File: config.mk
export PLATFORM = sky130hd
export DESIGN_NAME = mips_mc_ctrl
export DESIGN_NICKNAME = d
export VERILOG_FILES = /design/src/rtl/mips_mc_ctrl.sv
export SDC_FILE = /design/constraint.sdc
export NUM_CORES = 1
export LEC_CHECK = 0
export ABC_AREA = 0
export CAP_MARGIN = 15
export CORE_MARGIN = 4
export CORE_UTILIZATION = 41
export CTS_CLUSTER_DIAMETER = 30
export DETAILED_ROUTE_END_ITERATION = 8
export GPL_ROUTABILITY_DRIVEN = 1
export PLACE_DENSITY = 0.78
export SLEW_MARGIN = 20
export SYNTH_ARGS = -nofsm -noshare
export SYNTH_HDL_FRONTEND = slang
export SYNTH_SLANG_ARGS = --single-unit
File: constraint.sdc
create_clock -name clk_i -period 1.7 [get_ports clk_i]
set_input_delay 0.51 -clock clk_i [delete_from_list [all_inputs] [get_ports clk_i]]
set_output_delay 0.51 -clock clk_i [all_outputs]
set_load 0.005 [all_outputs]
File: src/rtl/mips_mc_ctrl.sv
// Multi-cycle MIPS main control FSM: sequences fetch, decode, execute, memory
// and write-back over a shared ALU and a single unified memory port.
module mips_mc_ctrl (
  input  logic       clk_i,
  input  logic       rst_i,
  input  logic [5:0] opcode_i,
  input  logic       jr_i,
  input  logic       eq_i,
  input  logic       mem_ready_i,
  output logic       mem_req_o,
  output logic       mem_we_o,
  output logic       i_or_d_o,
  output logic       ir_write_o,
  output logic       pc_write_o,
  output logic [1:0] pc_src_o,
  output logic       alu_src_a_o,
  output logic [1:0] alu_src_b_o,
  output logic [2:0] alu_op_o,
  output logic       reg_write_o,
  output logic       reg_dst_o,
  output logic       mem_to_reg_o,
  output logic       illegal_o,
  output logic [3:0] state_o
);

  localparam logic [5:0] OP_RTYPE = 6'b000000;
  localparam logic [5:0] OP_LW    = 6'b100011;
  localparam logic [5:0] OP_SW    = 6'b101011;
  localparam logic [5:0] OP_BEQ   = 6'b000100;
  localparam logic [5:0] OP_ADDI  = 6'b001000;
  localparam logic [5:0] OP_SLTI  = 6'b001010;
  localparam logic [5:0] OP_J     = 6'b000010;

  localparam logic [2:0] ALU_ADD   = 3'b000;
  localparam logic [2:0] ALU_FUNCT = 3'b010;
  localparam logic [2:0] ALU_SLT   = 3'b100;

  typedef enum logic [3:0] {
    S_IF       = 4'd0,
    S_ID       = 4'd1,
    S_MEM_ADDR = 4'd2,
    S_MEM_RD   = 4'd3,
    S_MEM_WB   = 4'd4,
    S_MEM_WR   = 4'd5,
    S_EX_R     = 4'd6,
    S_R_WB     = 4'd7,
    S_BEQ      = 4'd8,
    S_JMP      = 4'd9,
    S_EX_I     = 4'd10,
    S_I_WB     = 4'd11,
    S_JR       = 4'd12
  } state_t;

  state_t state_q, state_d;
  logic   imm_alu_slt;

  // The immediate-ALU op is taken from the IR, which holds still from ID on.
  assign imm_alu_slt = (opcode_i == OP_SLTI);

  always_ff @(posedge clk_i) begin
    if (rst_i) begin
      state_q <= S_IF;
    end else begin
      state_q <= state_d;
    end
  end

  always_comb begin
    state_d      = state_q;
    mem_req_o    = 1'b0;
    mem_we_o     = 1'b0;
    i_or_d_o     = 1'b0;
    ir_write_o   = 1'b0;
    pc_write_o   = 1'b0;
    pc_src_o     = 2'd0;
    alu_src_a_o  = 1'b0;
    alu_src_b_o  = 2'd0;
    alu_op_o     = ALU_ADD;
    reg_write_o  = 1'b0;
    reg_dst_o    = 1'b0;
    mem_to_reg_o = 1'b0;
    illegal_o    = 1'b0;
    state_o      = state_q;

    case (state_q)
      S_IF: begin
        mem_req_o   = 1'b1;
        alu_src_b_o = 2'd1;
        ir_write_o  = mem_ready_i;
        pc_write_o  = mem_ready_i;
        if (mem_ready_i) state_d = S_ID;
      end
      S_ID: begin
        // Speculatively form the branch target into ALUOut.
        alu_src_b_o = 2'd3;
        case (opcode_i)
          OP_LW, OP_SW:     state_d = S_MEM_ADDR;
          OP_RTYPE:         state_d = S_EX_R;
          OP_BEQ:           state_d = S_BEQ;
          OP_J:             state_d = S_JMP;
          OP_ADDI, OP_SLTI: state_d = S_EX_I;
          default: begin
            state_d   = S_IF;
            illegal_o = 1'b1;
          end
        endcase
      end
      S_MEM_ADDR: begin
        alu_src_a_o = 1'b1;
        alu_src_b_o = 2'd2;
        if (opcode_i == OP_LW) begin
          state_d = S_MEM_RD;
        end else if (opcode_i == OP_SW) begin
          state_d = S_MEM_WR;
        end else begin
          state_d = S_IF;
        end
      end
      S_MEM_RD: begin
        mem_req_o = 1'b1;
        i_or_d_o  = 1'b1;
        if (mem_ready_i) state_d = S_MEM_WB;
      end
      S_MEM_WB: begin
        reg_write_o  = 1'b1;
        mem_to_reg_o = 1'b1;
        state_d      = S_IF;
      end
      S_MEM_WR: begin
        mem_req_o = 1'b1;
        mem_we_o  = 1'b1;
        i_or_d_o  = 1'b1;
        if (mem_ready_i) state_d = S_IF;
      end
      S_EX_R: begin
        alu_src_a_o = 1'b1;
        alu_op_o    = ALU_FUNCT;
        state_d     = jr_i ? S_JR : S_R_WB;
      end
      S_R_WB: begin
        reg_write_o = 1'b1;
        reg_dst_o   = 1'b1;
        state_d     = S_IF;
      end
      S_JR: begin
        pc_write_o = 1'b1;
        pc_src_o   = 2'd3;
        state_d    = S_IF;
      end
      S_BEQ: begin
        pc_src_o   = 2'd1;
        pc_write_o = eq_i;
        state_d    = S_IF;
      end
      S_JMP: begin
        pc_write_o = 1'b1;
        pc_src_o   = 2'd2;
        state_d    = S_IF;
      end
      S_EX_I: begin
        alu_src_a_o = 1'b1;
        alu_src_b_o = 2'd2;
        alu_op_o    = imm_alu_slt ? ALU_SLT : ALU_ADD;
        state_d     = S_I_WB;
      end
      S_I_WB: begin
        alu_op_o    = imm_alu_slt ? ALU_SLT : ALU_ADD;
        reg_write_o = 1'b1;
        state_d     = S_IF;
      end
      default: begin
        // Unreachable codes 13-15 recover to fetch with everything quiet.
        state_o = 4'd0;
        state_d = S_IF;
      end
    endcase

    // Reset silences every output and abandons any pending memory request.
    if (rst_i) begin
      state_d      = S_IF;
      mem_req_o    = 1'b0;
      mem_we_o     = 1'b0;
      i_or_d_o     = 1'b0;
      ir_write_o   = 1'b0;
      pc_write_o   = 1'b0;
      pc_src_o     = 2'd0;
      alu_src_a_o  = 1'b0;
      alu_src_b_o  = 2'd0;
      alu_op_o     = ALU_ADD;
      reg_write_o  = 1'b0;
      reg_dst_o    = 1'b0;
      mem_to_reg_o = 1'b0;
      illegal_o    = 1'b0;
      state_o      = 4'd0;
    end
  end

endmodule

==> results of run 1 <==
synthesized netlist by cell type:
library cell	count	share of area (%)
buf_2	4	2.9
xnor2_1	1	1.3
nand2b_4	1	2.0
o2bb2ai_1	1	1.3
nand2_1	4	2.2
xor2_1	1	1.3
nor4_1	2	1.8
a21boi_0	1	1.1
a31oi_1	1	0.90
buf_6	2	3.2
nor2_1	14	7.5
o211ai_1	1	1.1
a21oi_1	10	7.2
inv_1	3	1.6
buf_4	2	2.2
a2bb2oi_1	1	1.3
a31o_1	1	1.3
and2_1	2	1.8
or2_1	4	3.6
a211oi_1	3	3.2
nor2b_1	3	2.7
or3b_1	2	2.5
nand3_1	1	0.72
nor4_2	2	3.6
o21ai_1	1	0.72
a21boi_1	1	1.1
nand3b_1	1	1.1
and3_1	1	0.90
nor4_4	1	3.1
o22ai_2	1	1.8
nor4b_1	1	1.3
nand2b_1	6	5.4
o2bb2ai_2	1	2.2
o21bai_2	1	1.6
nor3b_1	1	1.1
nor3_1	6	4.3
o22ai_1	1	0.90
or2_2	1	0.90
clkbuf_1	2	1.1
o21ai_0	2	1.4
o41ai_1	1	1.3
conb_1	1	0.54
dfxtp_1	4	11
logic make-up after synthesis:
group	Yosys count	share of synthesized area, %
other	1	0.5381
AOI/OAI and AO/OA	28	28.19
xor gates and xnor gates	2	2.514
and+or+nand+nor	53	46.32
buffers and inverters	13	10.95
DFF	4	11.49
per-stage QoR:
stage	cells	hold slack, ns
after detailed placement	171	0.6492
after CTS	185	0.6661
after floorplan	101	0.6908
after global placement	171	0.6409
what timing repair did:
| action | 4_1_cts |
|---|---|
| resized for setup | 148 |
| hold endpoints to repair | 0 |
| endpoints found under the setup margin | 24 |
| setup buffers | 12 |
| pin swaps | 15 |
==> impl_metrics.toml, run 1 <==
[synth]
synthCells = 101
ys_ff_latch = 4
ys_warn_count = 0
syn_avg_cell_area_um2 = 6.900
netlist_area_um2 = 696.9
synth_seq_area_share_pct = 11.49
synthesis.nets = 112
ys_types = 43

[run_status]
tool.error = "[ERROR DPL-0038] Utilization greater than 100%, impossible to legalize"
haltStage = "5_1_grt"
status = "did not finish"

[floorplan]
die_height_um = 49.23
fp.dieW_um = 49.23
io_pins = 32
rows = 14
start_util_pct = 44.70

[placement]
pre_cts_ws_ns = -0.8482
dp.final_hpwl_um = 1899
place_congestion = 0.9058
port_buffers = 30
dpl-instance-area_mm2 = 0.001207

[clock_network]
cts-htree-levels = 1
hold_buffers = 0
clock_path_buffers = 2
clkSinkCount = 4
cts_root_buf = "clkbuf_4"
numCtsBuffers = 3

[timing]
worst_endpoint_kind = "primary output"
crit_endpoint = "illegal_o"

[grt]
grt_max_degree = 11
==> run 2, diff against run 1 <==
--- a/config.mk
+++ b/config.mk
@@ -7,12 +7,11 @@
 export LEC_CHECK = 0
 export ABC_AREA = 0
 export CAP_MARGIN = 15
-export CORE_MARGIN = 4
-export CORE_UTILIZATION = 41
-export CTS_CLUSTER_DIAMETER = 30
+export CORE_AREA = 4 4 65 67
 export DETAILED_ROUTE_END_ITERATION = 8
+export DIE_AREA = 0 0 69 71
 export GPL_ROUTABILITY_DRIVEN = 1
-export PLACE_DENSITY = 0.78
+export PLACE_DENSITY_LB_ADDON = 0.15
 export SLEW_MARGIN = 20
 export SYNTH_ARGS = -nofsm -noshare
 export SYNTH_HDL_FRONTEND = slang
==> run 2 against run 1 <==
Compared with the run above:
- the flow now finishes, with violations (negative setup slack)
- area after synthesis unchanged
- synthesized cell count unchanged
==> impl_metrics.toml, run 2 <==
[synth]
synthCells = 101
synth_compound_area_share_pct = 28.19
synth_simple_gate_area_share_pct = 46.32
synth_top_area_share_pct = 11.49
netlist_area_um2 = 696.9
synth_area_leaders = "dfxtp_1 (11%), nor2_1 (7.5%), a21oi_1 (7.2%)"
synth-xor-area-share_pct = 2.513
synthesis.nets = 112
synth_top_area_cell = "dfxtp_1"
yosysMostFrequentCell = "nor2_1"
ys_ff_latch = 4
async_reset_ff_share_pct = 0
syn_avg_cell_area_um2 = 6.900
synth_seq_area_share_pct = 11.49
ys_warn_count = 0
muxShareOfSynthArea_pct = 0
synth_adder_area_share_pct = 0
synthTopCellsByCount = "nor2_1 (14), a21oi_1 (10), nand2b_1 (6), nor3_1 (6)"
synth-edff-count = 0
synth_top_family_by_area = "simple AND/OR/NAND/NOR gates"
ys_types = 43
ys.flop_type = "dfxtp_1"

[critical_path]
r2r-start = "state_q[1]"
criticalPathCategory = "input port to primary output"
crit_required_ns = 1.19
crit_start = "rst_i"
critPathLaunchType = "input port"
critPathMaxFanout = 3
crit_path_end_kind = "primary output"
cp.arrival_ns = 1.34

[floorplan]
fp.dieW_um = 69
die_height_um = 71
io_pins = 32
core_area_mm2 = 0.003633
start_util_pct = 19.18
rows = 22
dieArea_mm2 = 0.004899

[power_and_ir_drop]
combPwrFrac_pct = 45.5
internal_power_uw = 394.4
switching_share_pct = 28.90
p_clk_share_pct = 34.9
p_leak_nw = 0.6528
power.switching_uw = 160.3
peakVddDrop_uv = 347.2
seq_power_share_pct = 19.6
powerDensity_mw_per_mm2 = 382.5

[routing]
vias_per_cell = 4.350
dr.pass1.iters = 4
finalWirelength_um = 2772
drc = 0
ant_nets = 0
vias = 957
routedWlPerCell_um = 12.60
initialDrtViolationCount = 42

[timing]
rsz0062_at_grt = "true"
slew_viol_final = 0
period_minus_slack_ns = 1.846
timing.final.crit_share_pct = 108.6
fin_skew_ns = 0.003951
timing.fmax_mhz = 541.8
timing.final.ws_setup_ns = -0.1457
hold_viol_final = 0
setup_viol = 12

[worst_hold_path]
hold_path_class = "flop to flop"
min-delay-start = "state_q[0]"

[finish]
nFillCells = 417
largest_register_ffs = 4
instances_no_fill = 220
regMostFlops = "state_q"
layout_commonest_cell = "buf_4"
fin_util_pct = 39.91
largest_registers = "state_q (4)"
layout_common_cells = "buf_4 (40), buf_2 (20), nor2_1 (12)"
diodes = 0
syn_to_final_growth_pct = 108.1
nets = 185
drive_gt1_share_pct = 62.21

[clock_network]
clock_latency_ns = 0.21
numCtsBuffers = 3
cts.clk_slew.worst_paths_ns = 0.03
cts_root_buf = "clkbuf_8"
clkSinkCount = 4
clock_path_buffers = 2
cts_tree = "yes"
cts-htree-levels = 1

[placement]
place_congestion = 0.7938
dp.final_hpwl_um = 2059
numPlacedInstances = 201
port_buffers = 30

[grt]
track_usage_pct = 11.07
grt_antenna_before_repair = 0
overflow = 0
grt_pass1_vias = 1004
grt_pass1_wl_um = 4588
grt_max_degree = 11

[run_status]
violations = "negative setup slack"
status = "complete, but fails checks"

[run]
drv_cap = 0
run 2: cell counts after synthesis:
Identical to the previous run, type by type.
run 2: power groups by stage:
stage | logic [mW] | registers, mW | clock network [mW]
floorplan | 0.109 | 0.102 | 0
global placement | 0.220 | 0.116 | 0
detailed placement | 0.219 | 0.115 | 0
CTS | 0.249 | 0.108 | 0.201
global route | 0.276 | 0.111 | 0.210
finish | 0.252 | 0.109 | 0.194
run 2: per-layer routing:
metal / global-route usage (%) / vias up / routed length, um / part of all wire [%]
li1: - / 503 / - / -
met1: 13.61 / 431 / 1239 / 45
met2: 19.92 / 23 / 1403 / 51
met3: 2.841 / 0 / 128 / 4.6
met4: 1.302 / 0 / 0 / 0
met5: 0 / - / 0 / 0
run 2: cells by family (layout without fill, tap and decap cells):
logic type,Yosys count,in the layout
AOI/OAI and AO/OA,28,28
DFF,4,4
xor gates and xnor gates,2,2
other,1,1
and+or+nand+nor,53,53
buffers and inverters,13,84
run 2: worst max-delay path, cell delays in order:
cell and delay (ns):
buf_8 0.11, nor4_4 0.27, buf_4 0.15, o211ai_1 0.07
nor2_1 0.10, buf_2 0.12
run 2: worst paths after layout:
check / end / slack (ns) / cells after the start
hold reg to reg: state_q[0] / 0.68 / 2
hold / removal: state_q[0] / 0.68 / 2
setup / recovery: illegal_o / -0.15 / 6
setup reg to reg: state_q[2] / 0.20 / 7
run 2: area by class of cell:
class / instances / area [um^2] / share of cell area (%)
Sequential cell: 4 / 95.09 / 6.557
Clock buffer: 3 / 41.29 / 2.847
Tap cell: 48 / 60.06 / 4.142
Inverter: 3 / 11.26 / 0.7765
Timing Repair Buffer: 78 / 591.8 / 40.81
Multi-Input combinational cell: 84 / 650.6 / 44.87
run 2: through the flow:
step	worst slack [ns]	cell area, um^2	hold WS, ns	power, mW	TNS, ns
finish	-0.1457	1450	0.6816	0.5547	-0.6909
global route	-0.2226	1450	0.7120	0.5963	-1.560
CTS	-0.1401	1409	0.6862	0.5583	-0.8919
detailed placement	-0.9031	1232	0.8239	0.3342	-17.05
global placement	-0.8742	1232	0.8169	0.3354	-16.49
floorplan	0.04254	696.9	0.6908	0.2115	0
run 2: repair_timing:
action | in CTS | in global routing
hold buffers | 0 | 0
pin swaps | 15 | 4
endpoints found under the setup margin | 24 | 18
setup buffers | 13 | 3
resized for setup | 145 | 7
(Power assumes the default switching activity.)
